<file path="config.mk">
export PLATFORM = sky130hd
export DESIGN_NAME = dual_issue_instr_queue
export DESIGN_NICKNAME = d
export VERILOG_FILES = /design/src/rtl/dual_issue_instr_queue.sv
export SDC_FILE = /design/constraint.sdc
export NUM_CORES = 1
export LEC_CHECK = 0
export CORE_MARGIN = 8
export CORE_UTILIZATION = 55
export CTS_BUF_LIST = sky130_fd_sc_hd__clkbuf_4
export DETAILED_ROUTE_END_ITERATION = 8
export GPL_ROUTABILITY_DRIVEN = 0
export PLACE_DENSITY = 0.87
export RECOVER_POWER = 100
export SYNTH_ARGS = -nofsm -noshare
export SYNTH_HDL_FRONTEND = slang
export SYNTH_SLANG_ARGS = --single-unit
</file>
<file path="constraint.sdc">
create_clock -name clk -period 4.5 [get_ports clk]
set_input_delay 0.9 -clock clk [delete_from_list [all_inputs] [get_ports clk]]
set_output_delay 0.9 -clock clk [all_outputs]
set_load 0.02 [all_outputs]
</file>
<file path="src/rtl/dual_issue_instr_queue.sv">
// rtl/dual_issue_instr_queue.sv - show-ahead dual-issue instruction queue (optional IQ_CTRL_SPLIT_EN)
module dual_issue_instr_queue #(
    parameter int DEPTH = 8,
    parameter int XLEN  = 32
) (
    input  logic                       clk,
    input  logic                       rst_n,
    input  logic [1:0]                 in_valid,
    input  logic [XLEN-1:0]            in_instr_a,
    input  logic [XLEN-1:0]            in_instr_b,
    input  logic [XLEN-1:0]            in_pc_a,
    input  logic [XLEN-1:0]            in_pc_b,
    output logic                       in_ready,
    input  logic                       stall_a,
    input  logic                       stall_b,
    input  logic                       flush,
    output logic                       out_valid_a,
    output logic                       out_valid_b,
    output logic [XLEN-1:0]            out_instr_a,
    output logic [XLEN-1:0]            out_instr_b,
    output logic [XLEN-1:0]            out_pc_a,
    output logic [XLEN-1:0]            out_pc_b,
    output logic [$clog2(DEPTH):0]     count
);
    localparam int PW = $clog2(DEPTH);
    localparam int CW = PW + 1;

    logic [XLEN-1:0] instr_mem [DEPTH];
    logic [XLEN-1:0] pc_mem    [DEPTH];

    logic [PW-1:0] wr_ptr;
    logic [PW-1:0] rd_ptr;
    logic [PW-1:0] wr_ptr_b;
    logic [PW-1:0] rd_ptr_b;
    logic [1:0]    enq_num;
    logic [1:0]    deq_num;
    logic          valid_b_raw;

    assign wr_ptr_b = wr_ptr + 1'b1;
    assign rd_ptr_b = rd_ptr + 1'b1;

    // Readiness uses the pre-update count so freed slots are reused only next cycle.
    assign in_ready = (count <= CW'(DEPTH - 2));

    always_comb begin
        enq_num = 2'd0;
        if (!flush && in_ready) begin
            if (in_valid == 2'b11) begin
                enq_num = 2'd2;
            end else if (in_valid == 2'b01) begin
                enq_num = 2'd1;
            end
        end
    end

    assign out_valid_a = (count != '0);
    assign valid_b_raw = (count >= CW'(2));

`ifdef IQ_CTRL_SPLIT_EN
    logic [6:0] head_op;
    logic       head_ctrl;

    // Control-flow at the head issues alone; its neighbour waits for resolution.
    assign head_op     = instr_mem[rd_ptr][6:0];
    assign head_ctrl   = (head_op == 7'b1101111) || (head_op == 7'b1100111) ||
                         (head_op == 7'b1100011);
    assign out_valid_b = valid_b_raw && !head_ctrl;
`else
    assign out_valid_b = valid_b_raw;
`endif

    assign out_instr_a = out_valid_a ? instr_mem[rd_ptr]   : '0;
    assign out_pc_a    = out_valid_a ? pc_mem[rd_ptr]      : '0;
    assign out_instr_b = out_valid_b ? instr_mem[rd_ptr_b] : '0;
    assign out_pc_b    = out_valid_b ? pc_mem[rd_ptr_b]    : '0;

    always_comb begin
        deq_num = 2'd0;
        if (!flush && !stall_a && out_valid_a) begin
            if (stall_b || !out_valid_b) begin
                deq_num = 2'd1;
            end else begin
                deq_num = 2'd2;
            end
        end
    end

    always_ff @(posedge clk or negedge rst_n) begin
        if (!rst_n) begin
            wr_ptr <= '0;
            rd_ptr <= '0;
            count  <= '0;
        end else if (flush) begin
            wr_ptr <= '0;
            rd_ptr <= '0;
            count  <= '0;
        end else begin
            wr_ptr <= wr_ptr + PW'(enq_num);
            rd_ptr <= rd_ptr + PW'(deq_num);
            count  <= count + CW'(enq_num) - CW'(deq_num);
        end
    end

    // Entry storage needs no reset: reads are gated by count.
    always_ff @(posedge clk) begin
        if (enq_num != 2'd0) begin
            instr_mem[wr_ptr] <= in_instr_a;
            pc_mem[wr_ptr]    <= in_pc_a;
        end
        if (enq_num == 2'd2) begin
            instr_mem[wr_ptr_b] <= in_instr_b;
            pc_mem[wr_ptr_b]    <= in_pc_b;
        end
    end
endmodule

</file>
After elaboration in Yosys (flattened, before gate mapping)
Memory sizes are Yosys's and may differ from the RTL's.
Cells that the tools add are included.
{ "classes": {"n_addsub": 6, "order_cmp": 2, "n_eq_ne": 3, "muxes": 16, "n_reduce_logical": 9} }
{ "ops": {"columns": ["cell", "count"], "rows": [
  ["$mux W32", 4],
  ["$mux W2", 4],
  ["$add A3 B1 Y3 const B", 2],
  ["$add A3 B2 Y3", 2],
  ["$mux W3", 2],
  ["$mux W1", 5],
  ["$add A4 B2 Y4", 1],
  ["$eq A2 B2 Y1 const B", 2],
  ["$ge A4 B2 Y1 const B", 1],
  ["$le A4 B3 Y1 const B", 1],
  ["$mux W4", 1],
  ["$reduce_bool A4 Y1", 1],
  ["$sub A4 B2 Y4", 1],
  ["$logic_and A1 B1 Y1", 3],
  ["$logic_not A1 Y1", 3],
  ["$eq A2 B1 Y1 const B", 1],
  ["$reduce_bool A2 Y1", 1],
  ["$logic_or A1 B1 Y1", 1]
]} }
{ "totals": {"register_bits": 10, "mem_bits_rw": 512, "in_bits": 135, "output_inout_bits": 135, "elab_cells": 41, "memories": 2} }
{ "mem_list": {"columns": ["name", "words", "width", "read_ports", "rd_ports_with_merged_regs", "write_ports", "line_no", "rtl"], "rows": [
  ["instr_mem", 8, 32, 2, 0, 2, "28", "logic [XLEN-1:0] instr_mem [DEPTH];"],
  ["pc_mem", 8, 32, 2, 0, 2, "29", "logic [XLEN-1:0] pc_mem [DEPTH];"]
]} }

Longest topological paths before layout
{ "depth": {"depth_word": 7, "ltp_mapped": 14, "ltp_nobuf": 13} }

Least setup slack after synthesis
No wires, ideal clock.
{ "synth_timing": {"kind": "register to register", "startpoint": "register count[3]", "endpoint": "memory instr_mem[3][0] (enable)", "arrival_time_ps": 4229, "required_time_ps": 4013, "slack_ps": -216, "path_stages_with_launch": 8, "n_path_buf": 1, "synth_period_minus_slack_ps": 4716, "cell_sequence": "dfrtp_1 > inv_1 > ha_1 > nand2_1 > mux2i_1 > buf_4 > nand3b_1 > nor2_1"} }
{ "synth_rtl": {"columns": ["element", "line_no", "rtl"], "rows": [
  ["start: declaration", "23", "output logic [$clog2(DEPTH):0] count"],
  ["start signal: assignment", "100", "count <= count + CW'(enq_num) - CW'(deq_num);"],
  ["end: declaration", "28", null]
]} }

Final worst setup path
{ "layout_timing": {"startpoint": "register rd_ptr[0]", "endpoint": "output port out_pc_b[24]"} }
{ "layout_between": {"elab_chain_cells": 3} }
{ "layout_rtl": {"columns": ["element", "line_no", "rtl"], "rows": [
  ["start: declaration", "32", "logic [PW-1:0] rd_ptr;"],
  ["start signal: assignment", "99", "rd_ptr <= rd_ptr + PW'(deq_num);"],
  ["$add A3 B1 Y3", "40", "assign rd_ptr_b = rd_ptr + 1'b1;"],
  ["$mem_v2 Z8 W32", null, null],
  ["$mux W32", "75", "assign out_pc_b = out_valid_b ? pc_mem[rd_ptr_b] : '0;"],
  ["end: declaration", "22", "output logic [XLEN-1:0] out_pc_b,"]
]} }
Every way passes these cells.

==> impl_metrics.json <==
{
  "post-synth-top-count-cell": "sky130_fd_sc_hd__nand2_1",
  "ys_seq_area_share_pct": 50.6,
  "route.top_layer_used": "met5",
  "grtUsageTotal_pct": 30.1,
  "crit_path_max_fanout": 66,
  "seq_area_sq_um": 15600,
  "synthArstFlopShare_pct": 1.92,
  "timing.max_slew.rel_slack_pct": -67.0,
  "cellLeakagePower_nw": 12.6,
  "timing.final.crit_share_pct": 99.0,
  "drt.antenna.violating_nets": 0,
  "design.final.nets": 2866,
  "drv_slew": 250,
  "dp.cells": 3300,
  "post_synth_most_frequent_cells": "sky130_fd_sc_hd__nand2_1 (516), sky130_fd_sc_hd__edfxtp_1 (512), sky130_fd_sc_hd__mux2_2 (466), sky130_fd_sc_hd__a21oi_1 (257), sky130_fd_sc_hd__mux4_2 (128)",
  "fp-row-count": 87,
  "sum_of_met3_wire_segment_lengths_after_detailed_routing_mm": 12.7,
  "drive_above_1_share_pct": 34.3,
  "post-route-min-period_ns": 4.45,
  "area_taken_by_multi_input_logic_gates_sq_um": 14100,
  "vias_in_the_first_global_route": 24700,
  "unrepaired_setup_endpoints_after_global_routing": "true",
  "clkSlewWorstSetupHoldPaths_ns": 0.06,
  "ys.warnings.count": 0,
  "post_synth_num_cell_types": 39,
  "routed_via_density": 6.57,
  "design.portCount": 270,
  "routed_wire_length_per_instance_um": 27.5,
  "io_buffer_count": 269,
  "total_number_of_vias": 23700,
  "syn-instance-count": 2410,
  "die_area_sq_um": 63900,
  "worst_skew_pair.late_latency_ns": 1.00,
  "worst_clock_skew_ns": 0.0519,
  "cp_data_required_time_ns": 3.60,
  "grt_first_pass_wirelength_mm": 145,
  "ys_ff_latch": 522,
  "die_h_um": 253,
  "worstMarginPinSlew_ns": 2.50,
  "failed_checks": "capacitance limit, slew limit",
  "min_path_type": "primary input to asynchronous set/reset pin",
  "grt_start_max_net_pins": 121,
  "postSynthNetCount": 2559,
  "drt_wl_total_mm": 99.0,
  "synthesis.area_sq_um": 30900,
  "tritoncts": "done",
  "stdcell_count": 3603,
  "coreArea_sq_um": 56000,
  "m1_wire_length_mm": 33.7,
  "final_core_util_pct": 64.3,
  "setup_viol": 0,
  "post-synth-top-area-cell": "sky130_fd_sc_hd__edfxtp_1",
  "synth_flop_cell": "sky130_fd_sc_hd__edfxtp_1",
  "status": "finished, violations left",
  "synth_area_leaders": "sky130_fd_sc_hd__edfxtp_1 (50%), sky130_fd_sc_hd__mux2_2 (17%), sky130_fd_sc_hd__mux4_2 (9.3%), sky130_fd_sc_hd__nand2_1 (6.3%), sky130_fd_sc_hd__a21oi_1 (4.2%)",
  "dpl.hpwl_mm": 53.1,
  "cp-start-kind": "flop",
  "cts_max_path_buffers": 3,
  "post_synth_edffs": 512,
  "maximum_level_of_the_cts_h_tree": 4,
  "power_density_nw_per_um2": 429,
  "cp-end-kind": "primary output",
  "drt-initial-drc-count": 3342,
  "critPathMaxStageDelay_ns": 0.57,
  "worstSetupPathType": "flop to primary output",
  "area_delta_synth_final_pct": 16.7,
  "max-vdd-ir-drop_mv": 0.382,
  "synth.top_cell.area_share_pct": 49.8,
  "post_synth.cell_area_avg_sq_um": 12.8,
  "drt_pass1_iterations": 6,
  "max_cap_violations": 6,
  "clock_sinks": 522,
  "final.fill_count": 3983,
  "post-layout-total-power_mw": 15.5,
  "number_of_hold_violations_in_the_final_report": 0,
  "cts_root_buffer": "sky130_fd_sc_hd__clkbuf_4",
  "start_util_pct": 55.1,
  "number_of_antenna_violations_at_the_first_check_in_global_routing": 21,
  "worst_path_max_delay_cell": "sky130_fd_sc_hd__dfrtp_4",
  "floorplan.die.width_um": 253,
  "worstPathCellList": "ha_4 > xor2_4 > bufbuf_16 > nand2_1 > a21oi_1 > or4_1 > dlygate4sd2_1",
  "critical_path_arrival_ns": 3.55,
  "detail_route.drc_violations": 0,
  "fmax_mhz": 224,
  "grt_remaining_overflow": 0,
  "cts-buffers-inserted": 146,
  "met2WireLength_mm": 47.6
}
-- cells by family after synthesis --
group / synth area share, %
mux: 30.2
flops: 50.6
fa+ha+maj: 0.665
simple gates: 9.62
compound gates: 4.56
buf+inv: 4.11
xor+xnor: 0.227
-- per-layer routing --
layer	vias to the layer above	GRT usage (%)
li1	9829	-
met1	11400	35.7
met2	1967	48.0
met3	433	9.39
met4	8	18.3
met5	-	0
-- critical path: cells and delay by family, from the launching register on --
family	cells	cell delay [ns]
xor+xnor	1	0.20
compound gates	1	0.07
flops	1	0.57
buf+inv	2	0.74
fa+ha+maj	1	0.23
simple gates	2	0.68
-- what timing repair did --
item,4_1_cts,5_1_grt
hold buffers,0,0
pin swaps,1,2
setup endpoints to repair,120,77
gates resized for setup,106,87
setup buffers,8,9
cloned,7,1
-- final timing paths --
path,from,endpoint,slack [ns],depth (start not counted)
max,rd_ptr[0]$_DFF_PN0_,out_pc_b[24],0.05,7
min,rst_n,count[3]$_DFF_PN0_,0.33,1
max reg2reg,count[3]$_DFF_PN0_,pc_mem[5][12]$_DFFE_PP_,0.13,8
min reg2reg,wr_ptr[2]$_DFF_PN0_,wr_ptr[2]$_DFF_PN0_,0.80,2
max in group asynchronous,rst_n,rd_ptr[1]$_DFF_PN0_,3.73,1
min in group clk,in_instr_a[15],instr_mem[3][15]$_DFFE_PP_,0.74,2
-- area by class of cell --
class | count | area share [%]
well taps | 756 | 2.63
repair buffers | 343 | 9.31
flip-flops and latches | 522 | 43.4
clock buffers | 214 | 4.46
diodes | 22 | 0.153
multi-input cells | 1688 | 39.0
clock inverters | 42 | 0.799
inverters | 16 | 0.174
-- power by group --
part	switching, mW	total (mW)	leakage, nW	internal, mW
Combinational	3.20	5.30	6.74	2.10
Sequential	0.101	5.64	4.76	5.54
Clock	2.11	4.52	1.11	2.41
-- registers in the layout, summed over array words and instances (netlist names) --
register   cells
count          4
instr_mem    256
pc_mem       256
wr_ptr         3
rd_ptr         3
-- cells in the final DEF (no fill, tap or decap), types with 15 or more instances in the layout --
| master | n |
|---|---|
| sky130_fd_sc_hd__nand2_1 | 516 |
| sky130_fd_sc_hd__edfxtp_1 | 512 |
| sky130_fd_sc_hd__mux2_2 | 463 |
| sky130_fd_sc_hd__a21oi_1 | 257 |
| sky130_fd_sc_hd__clkbuf_4 | 216 |
| sky130_fd_sc_hd__clkdlybuf4s50_1 | 186 |
| sky130_fd_sc_hd__mux4_2 | 128 |
| sky130_fd_sc_hd__nor2_1 | 75 |
| sky130_fd_sc_hd__clkbuf_2 | 71 |
| sky130_fd_sc_hd__mux2i_1 | 65 |
| sky130_fd_sc_hd__or4_1 | 61 |
| sky130_fd_sc_hd__mux2_1 | 49 |
| sky130_fd_sc_hd__clkinv_1 | 27 |
| sky130_fd_sc_hd__diode_2 | 22 |
| sky130_fd_sc_hd__dlygate4sd3_1 | 19 |
| sky130_fd_sc_hd__inv_1 | 15 |
-- metrics by stage --
stage                     setup TNS (ns)  setup slack, ns  instance area, sq um  hold slack [ns]
after global routing              -0.117          -0.0371                 36000            0.291
after floorplan                  -110.22           -0.216                 30900            0.604
after global placement                 0            0.649                 34000            0.730
after CTS                       -0.00835         -0.00463                 36300            0.215
after detailed placement               0            0.625                 34000            0.777
final                                  0           0.0454                 36000            0.333
No activity file was read; power rests on OpenSTA's default activity.
